--- src/rtl/mux_select_arbiter_pkg.sv ---
// rtl/mux_select_arbiter_pkg.sv - shared state and select encodings for the 2:1 mux arbiter
package mux_select_arbiter_pkg;

   typedef enum logic [1:0] {
      ST_IDLE   = 2'd0,
      ST_GRANT1 = 2'd1,
      ST_GRANT2 = 2'd2
   } arb_state_t;

   localparam logic SEL_D1 = 1'b0;
   localparam logic SEL_D2 = 1'b1;

endpackage

--- src/rtl/mux_beat_counter.sv ---
// rtl/mux_beat_counter.sv - beat counter with sync clear, enable and terminal-count flag
module mux_beat_counter #(
   parameter int BURST_LEN = 4,
   parameter int CNT_W     = 8
) (
   input  logic             clk,
   input  logic             rst,
   input  logic             clr,
   input  logic             en,
   output logic [CNT_W-1:0] cnt,
   output logic             tc
);

   always_ff @(posedge clk) begin
      if (rst || clr) begin
         cnt <= '0;
      end else if (en) begin
         cnt <= cnt + CNT_W'(1);
      end
   end

   assign tc = (cnt == CNT_W'(BURST_LEN - 1));

endmodule

--- src/rtl/mux_select_arbiter.sv ---
// rtl/mux_select_arbiter.sv - round-robin burst-locked arbiter driving the 2:1 mux select
module mux_select_arbiter
   import mux_select_arbiter_pkg::*;
#(
   parameter int BURST_LEN = 4,
   parameter int CNT_W     = 8
) (
   input  logic             CLK,
   input  logic             RST,
   input  logic             REQ1,
   input  logic             REQ2,
   input  logic             READY,
   output logic             S,
   output logic             GNT1,
   output logic             GNT2,
   output logic             BEAT,
   output logic [CNT_W-1:0] BCNT
);

   arb_state_t state, state_nxt;
   logic       last, last_nxt;     // 0: channel 1 served last, 1: channel 2
   logic       s_nxt;
   logic       cnt_clr, cnt_en, tc;
   logic       own_req, other_req, rel;

   always_ff @(posedge CLK) begin
      if (RST) begin
         state <= ST_IDLE;
         last  <= 1'b1;
         S     <= SEL_D1;
      end else begin
         state <= state_nxt;
         last  <= last_nxt;
         S     <= s_nxt;
      end
   end

   assign GNT1 = (state == ST_GRANT1);
   assign GNT2 = (state == ST_GRANT2);
   assign BEAT = ((GNT1 & REQ1) | (GNT2 & REQ2)) & READY;

   always_comb begin
      state_nxt = state;
      last_nxt  = last;
      cnt_clr   = 1'b0;
      cnt_en    = 1'b0;
      own_req   = 1'b0;
      other_req = 1'b0;
      rel       = 1'b0;
      case (state)
         ST_IDLE: begin
            if (REQ1 && REQ2)
               state_nxt = last ? ST_GRANT1 : ST_GRANT2;
            else if (REQ1)
               state_nxt = ST_GRANT1;
            else if (REQ2)
               state_nxt = ST_GRANT2;
         end
         ST_GRANT1, ST_GRANT2: begin
            own_req   = (state == ST_GRANT1) ? REQ1 : REQ2;
            other_req = (state == ST_GRANT1) ? REQ2 : REQ1;
            // A dropped request releases immediately without counting a beat.
            rel       = (BEAT && tc) || !own_req;
            if (rel) begin
               cnt_clr  = 1'b1;
               last_nxt = (state == ST_GRANT2);
               if (other_req)
                  state_nxt = (state == ST_GRANT1) ? ST_GRANT2 : ST_GRANT1;
               else if (!own_req)
                  state_nxt = ST_IDLE;
            end else begin
               cnt_en = BEAT;
            end
         end
         default: state_nxt = ST_IDLE;
      endcase

      case (state_nxt)
         ST_GRANT1: s_nxt = SEL_D1;
         ST_GRANT2: s_nxt = SEL_D2;
         default:   s_nxt = S;
      endcase
   end

   mux_beat_counter #(
      .BURST_LEN (BURST_LEN),
      .CNT_W     (CNT_W)
   ) u_beat_counter (
      .clk (CLK),
      .rst (RST),
      .clr (cnt_clr),
      .en  (cnt_en),
      .cnt (BCNT),
      .tc  (tc)
   );

endmodule

--- config.mk ---
export PLATFORM = sky130hd
export DESIGN_NAME = mux_select_arbiter
export DESIGN_NICKNAME = d
export VERILOG_FILES = /design/src/rtl/mux_select_arbiter_pkg.sv /design/src/rtl/mux_beat_counter.sv /design/src/rtl/mux_select_arbiter.sv
export SDC_FILE = /design/constraint.sdc
export NUM_CORES = 1
export LEC_CHECK = 0
export ABC_AREA = 1
export BUFFER_PORTS_ARGS = -buffer_cell sky130_fd_sc_hd__buf_2
export CAP_MARGIN = 40
export CORE_MARGIN = 8
export CORE_UTILIZATION = 52
export DETAILED_ROUTE_END_ITERATION = 7
export GPL_ROUTABILITY_DRIVEN = 1
export MAX_ROUTING_LAYER = met4
export PLACE_DENSITY = 0.76
export SETUP_SLACK_MARGIN = 0.1
export SLEW_MARGIN = 20
export SYNTH_ARGS = -nofsm -noshare
export SYNTH_HDL_FRONTEND = slang
export SYNTH_SLANG_ARGS = --single-unit
--- constraint.sdc ---
create_clock -name CLK -period 2.25 [get_ports CLK]
set_input_delay 0.45 -clock CLK [delete_from_list [all_inputs] [get_ports CLK]]
set_output_delay 0.45 -clock CLK [all_outputs]
set_load 0.1 [all_outputs]
After elaboration in Yosys (flattened, before gate mapping)
Cells that the tools add are included.
{ "op_classes": {"n_bitwise": 4, "n_reduce_logical": 9, "eq_ne": 5, "mux": 16, "n_addsub": 1} }
{ "ops": {"columns": ["op", "count"], "rows": [
  ["two-way mux 2 bit", 8],
  ["adder 8 x 1 -> 8 bit, second input constant", 1],
  ["equality test 8 x 2 -> 1 bit, second input constant", 1],
  ["two-way mux 1 bit", 6],
  ["equality test 2 x 1 -> 1 bit, second input constant", 2],
  ["equality test 2 bit, second input constant", 2],
  ["one-hot mux 2 bit (2 select lines)", 1],
  ["bitwise AND 1 bit", 3],
  ["logical AND 1 bit", 2],
  ["zero test 2 bit", 1],
  ["logical OR 1 bit", 2],
  ["one-hot mux 1 bit (2 select lines)", 1],
  ["AND reduction 2 bit", 1],
  ["nonzero test 2 bit", 1],
  ["OR reduction 2 bit", 1],
  ["zero test 1 bit", 1],
  ["OR 1 bit", 1]
]} }
{ "totals": {"output_inout_bits": 12, "in_bits": 5, "regBits": 12, "wordCells": 39} }

Longest topological paths before layout
{ "depth": {"word_depth": 10, "mapped_depth": 13, "mapped_depth_nobuf": 13} }

By module
A second synthesis with hierarchy kept.
{ "hier_totals": {"cells_unflattened": 116, "hier_area_um2": 815.8} }
{ "modules_own_cells": {"columns": ["module", "seq_area_each_um2", "n_inst", "area_each_um2", "cells_per_inst"], "rows": [
  ["mux_select_arbiter", 80.1, 1, 412.9, 58],
  ["mux_beat_counter", 160.2, 1, 402.9, 58]
]} }

Least setup slack after synthesis
OpenSTA, ideal clock, no wires.
{ "synth_path": {"kind": "register to register", "startpoint": "reg state[1]", "endpoint": "reg S", "path_stages_with_launch": 13, "setup_ns": 0.120, "period_less_slack_ns": 3.197, "n_path_buf": 0, "t_required_ns": 2.130, "setup_slack_ns": -0.947, "t_arrival_ns": 3.078, "path_cell_list": "dfxtp_1 -> inv_1 -> ha_1 -> nand2_2 -> a21oi_4 -> nand2_2 -> nand2_2 -> nand3_1 -> nand3_1 -> nand2_2 -> ha_1 -> o21ai_0 -> a21oi_1"} }
{ "synth_via": {"elab_chain_len": 10, "word_cells_on_any_way": 25, "classes_between": "eq/ne (4); mux (11); bitwise (4); reduce/logical (6)"} }
{ "synth_lines": {"columns": ["element", "line", "source"], "rows": [
  ["start: declaration", "mux_select_arbiter.sv:20", "arb_state_t state, state_nxt;"],
  ["start signal: assignment", "mux_select_arbiter.sv:32", "state <= state_nxt;"],
  ["equality test 2 x 1 -> 1 bit *", "mux_select_arbiter.sv:38", "assign GNT1 = (state == ST_GRANT1);"],
  ["via GNT1", "mux_select_arbiter.sv:14", "output logic GNT1,"],
  ["bitwise AND 1 bit *", "mux_select_arbiter.sv:40", "assign BEAT = ((GNT1 & REQ1) | (GNT2 & REQ2)) & READY;"],
  ["OR 1 bit *", "mux_select_arbiter.sv:40", null],
  ["bitwise AND 1 bit *", "mux_select_arbiter.sv:40", null],
  ["via BEAT", "mux_select_arbiter.sv:16", "output logic BEAT,"],
  ["logical AND 1 bit *", "mux_select_arbiter.sv:63", "rel = (BEAT && tc) || !own_req;"],
  ["logical OR 1 bit *", "mux_select_arbiter.sv:63", null],
  ["two-way mux 2 bit *", "mux_select_arbiter.sv:64", "if (rel) begin"],
  ["one-hot mux 2 bit (2 select lines) *", "mux_select_arbiter.sv:50", "case (state)"],
  ["equality test 2 bit / equality test 2 x 1 -> 1 bit (equally long branches)", "mux_select_arbiter.sv:78", "case (state_nxt)"],
  ["one-hot mux 1 bit (2 select lines) / nonzero test 2 bit (equally long branches)", null, null],
  ["end signal: assignment", "mux_select_arbiter.sv:34", "S <= s_nxt;"],
  ["end: declaration", "mux_select_arbiter.sv:13", "output logic S,"]
]} }
Mark *: on every way through the listed nets, which the timed path passes. The rest lies on a longest branch.
A chain may end at the register's enable or synchronous reset.

Final worst setup path
{ "layout_path": {"startpoint": "reg state[1]", "endpoint": "out BEAT"} }
{ "layout_via": {"elab_chain_len": 4, "word_cells_on_any_way": 6, "classes_between": "eq/ne (2); bitwise (4)"} }
{ "layout_lines": {"columns": ["element", "line"], "rows": [
  ["equality test 2 x 1 -> 1 bit / equality test 2 bit (equally long branches)", "mux_select_arbiter.sv:38, mux_select_arbiter.sv:39"],
  ["bitwise AND 1 bit", "mux_select_arbiter.sv:40"],
  ["OR 1 bit *", "mux_select_arbiter.sv:40"],
  ["bitwise AND 1 bit *", "mux_select_arbiter.sv:40"],
  ["end: declaration", "mux_select_arbiter.sv:16"]
]} }
Mark *: on every way between the ends. The rest lies on a longest branch, timed or not.

==> impl_results.md <==
* Number of global-route vias before repair at 728
* IO Pins at 17
* F_max at 0.4867 GHz
* # setup viols final at 0
* Util after Layout at 0.6689
* Setup crit end kind: primary output
* Post-DP HPWL at 1330 um
* Clock Pin Slew Worst Setup and Hold Paths at 80 ps
* Crit path time final at just over 2000 ps
* Core area at between 1000 and 1500 um2
* Clock Skews at between 2 and 2.5 ps
* Vias at 731
* Yosys top cell by area: dfxtp_1
* Num rows at 14
* Routed len/inst at 11.17 um
* Synth unique cells at 21
* Total chip power at 0.7792 mW
* Placer Congestion at 0.8590
* GRT Resource Usage Total at 0.1166
* Clock Path Buffers at 2
* DRT Pass-1 Iters at 4
* Die H at 55.46 um
* Critical Path Source Type: register
* Static leakage at 0.4405 nW
* CP max stage cell: buf_2
* Bufs and invs on worst path at 2
* Slew @ Worst Pin at 491.9 ps
* Final Max Slew Viols at 0
* Port bufs at 16
* Top cell type's share of synthesized area at 0.2968
* DIE WIDTH at 55.46 um
* Routed length on met1 at 798 um
* Seq/Total Area, Yosys at 0.2968
* Max-cap violations at 0
* Routed length on met3 at 80 um
* Worst-path cell chain: inv_4 > ha_4 > nand2_4 > a21oi_4 > buf_2
* DIE AREA at between 3000 and 4000 um2
* First-pass GRT wire length at ~3000 um
* Uppermost layer routed: met3
* Via-per-instance ratio at about 5
* Worst Path Required at 1800 ps
* DRC viols at 0
* Post-CTS Hold Buffers at 0
* Clk sinks at 12
* Clk_lat worst skew at 270 ps
* DRT iter0 DRCs at 15
* Routed Antenna Nets at 0
* Setup repair bufs after CTS at 0
* Crit path max fanout at 5
* Largest net degree at the start of global routing at 10
* Synthesized cell area at around 810 um2
* Starting Density at 0.5437
* CTS tree: done
* RSZ-0062 raised after global routing: false
* Number of synthesized register bits at 12
* Met2 WL at approximately 760 um
* Synth Instances at 112
* WS Path Type: register to primary output
* Status: finished, final reports clean
* # diodes at 0
* Syn_nets at 123
* Final #Nets at 143
* Remaining Overflow, GRT at 0
* Hold WC Path Type: input pin to register
* Initial antenna violation count at 0
* Largest delay share family, worst path: buffers and inverters
* P per Cell Area at 782.3 nW/um2
* YS warnings at 0
* Final hold vios at 0
* Number of buffers created by CTS at 3
* Fillers at 150
* Post-cts resize count at 0
* Share of cells above drive strength 1 at 0.3511
* Layout area overhead at 23.03%
* Critical Path AT at 1600 ps
* Dominant cells by area after synthesis: dfxtp_1, nand2_1, ha_1, nand3_1, inv_1
* Relative slew margins at 0.6743
* WL final at roughly 1600 um
* Max IR drop VDD at about 0.00062 V
* Syn Area/Cell at 7.228 um2
* H-tree levels at 1
* Worst path max stage delay at between 400 and 500 ps
* Period Utilization, post-route at 0.9133
* Root Buffer: clkbuf_4
-- logic make-up (layout without fill, tap and decap cells) --
logic type                 count (synthesis)  in the layout  share of synthesized area
xor gates and xnor gates                   5              5                    0.05411
DFF                                       12             12                     0.2968
AOI/OAI and AO/OA                         14             14                     0.1236
buffers and inverters                     15             34                    0.07728
and+or+nand+nor                           60             60                     0.3555
adders and majority gates                  6              6                    0.09273
-- placed cells by master (no fill, tap or decap), drive strengths merged --
master  Yosys  routed
ha          6       6
nand4       3       3
nand2      32      32
nor2       12      12
nand3      12      12
a21oi      10      10
clkbuf      0       4
xor2        2       2
buf         1      16
o21ai       4       4
clkinv      1       1
xnor2       3       3
dfxtp      12      12
inv        13      13
or2         1       1
-- per-stage QoR --
step	instances	hold slack [ps]	TNS, ps	setup WS [ps]	instance area (um2)
after floorplan	112	429.2	-246.2	-246.2	864.6
after global placement	143	431.3	0	423.3	959.7
after detailed placement	143	443.7	0	364.4	959.7
after CTS	147	344.4	0	172.4	996.0
after global routing	147	350.1	0	125.0	996.0
final	147	351.6	0	195.2	996.0
-- state kept, by name, summed over array words and instances (netlist names) --
name	flops
S	1
u_beat_counter.cnt	8
last	1
state	2
-- layer usage --
layer  vias up  global-route usage
li1        398                   -
met1       319              0.1361
met2        14              0.1843
met3         0             0.05479
met4         0             0.01056
met5         -                   -
-- layout make-up --
| class | count | area, um2 | area share |
|---|---|---|---|
| clock buffers | 4 | 36.28 | 0.03643 |
| inverters | 14 | 60.06 | 0.06030 |
| multi-input cells | 85 | 554.3 | 0.5565 |
| flip-flops and latches | 12 | 245.2 | 0.2462 |
| well taps | 16 | 20.02 | 0.02010 |
| repair buffers | 16 | 80.08 | 0.08040 |
-- path summary, 6_finish.rpt --
check,startpoint,to,slack [ps],cells after the start
max reg2reg,state[1]$_SDFF_PP0_,S$_SDFFE_PP0P_,370,11
min reg2reg,S$_SDFFE_PP0P_,S$_SDFFE_PP0P_,460,2
max,state[1]$_SDFF_PP0_,BEAT,200,5
min,RST,state[0]$_SDFF_PP0_,350,2
-- where the power goes --
group / switching, mW / leakage [nW] / total, mW / internal (mW)
Combinational: 0.257 / 0.321 / 0.349 / 0.0925
Clock: 0.0754 / 0.0210 / 0.174 / 0.0984
Sequential: 0.0223 / 0.0984 / 0.256 / 0.234
Total: 0.354 / 0.441 / 0.779 / 0.425
-- cell usage after synthesis --
master / count
nand4_4: 1
xor2_1: 2
a21oi_1: 5
nand2_1: 27
nand4_1: 2
dfxtp_1: 12
inv_1: 13
buf_2: 1
a21oi_4: 1
ha_1: 6
nor2_2: 2
o21ai_0: 3
o21ai_2: 1
nand2_4: 1
xnor2_1: 3
nand2_2: 4
nor2_1: 10
or2_2: 1
nand3_1: 12
clkinv_4: 1
a21oi_2: 4
Power figures use the tool's default switching activity.
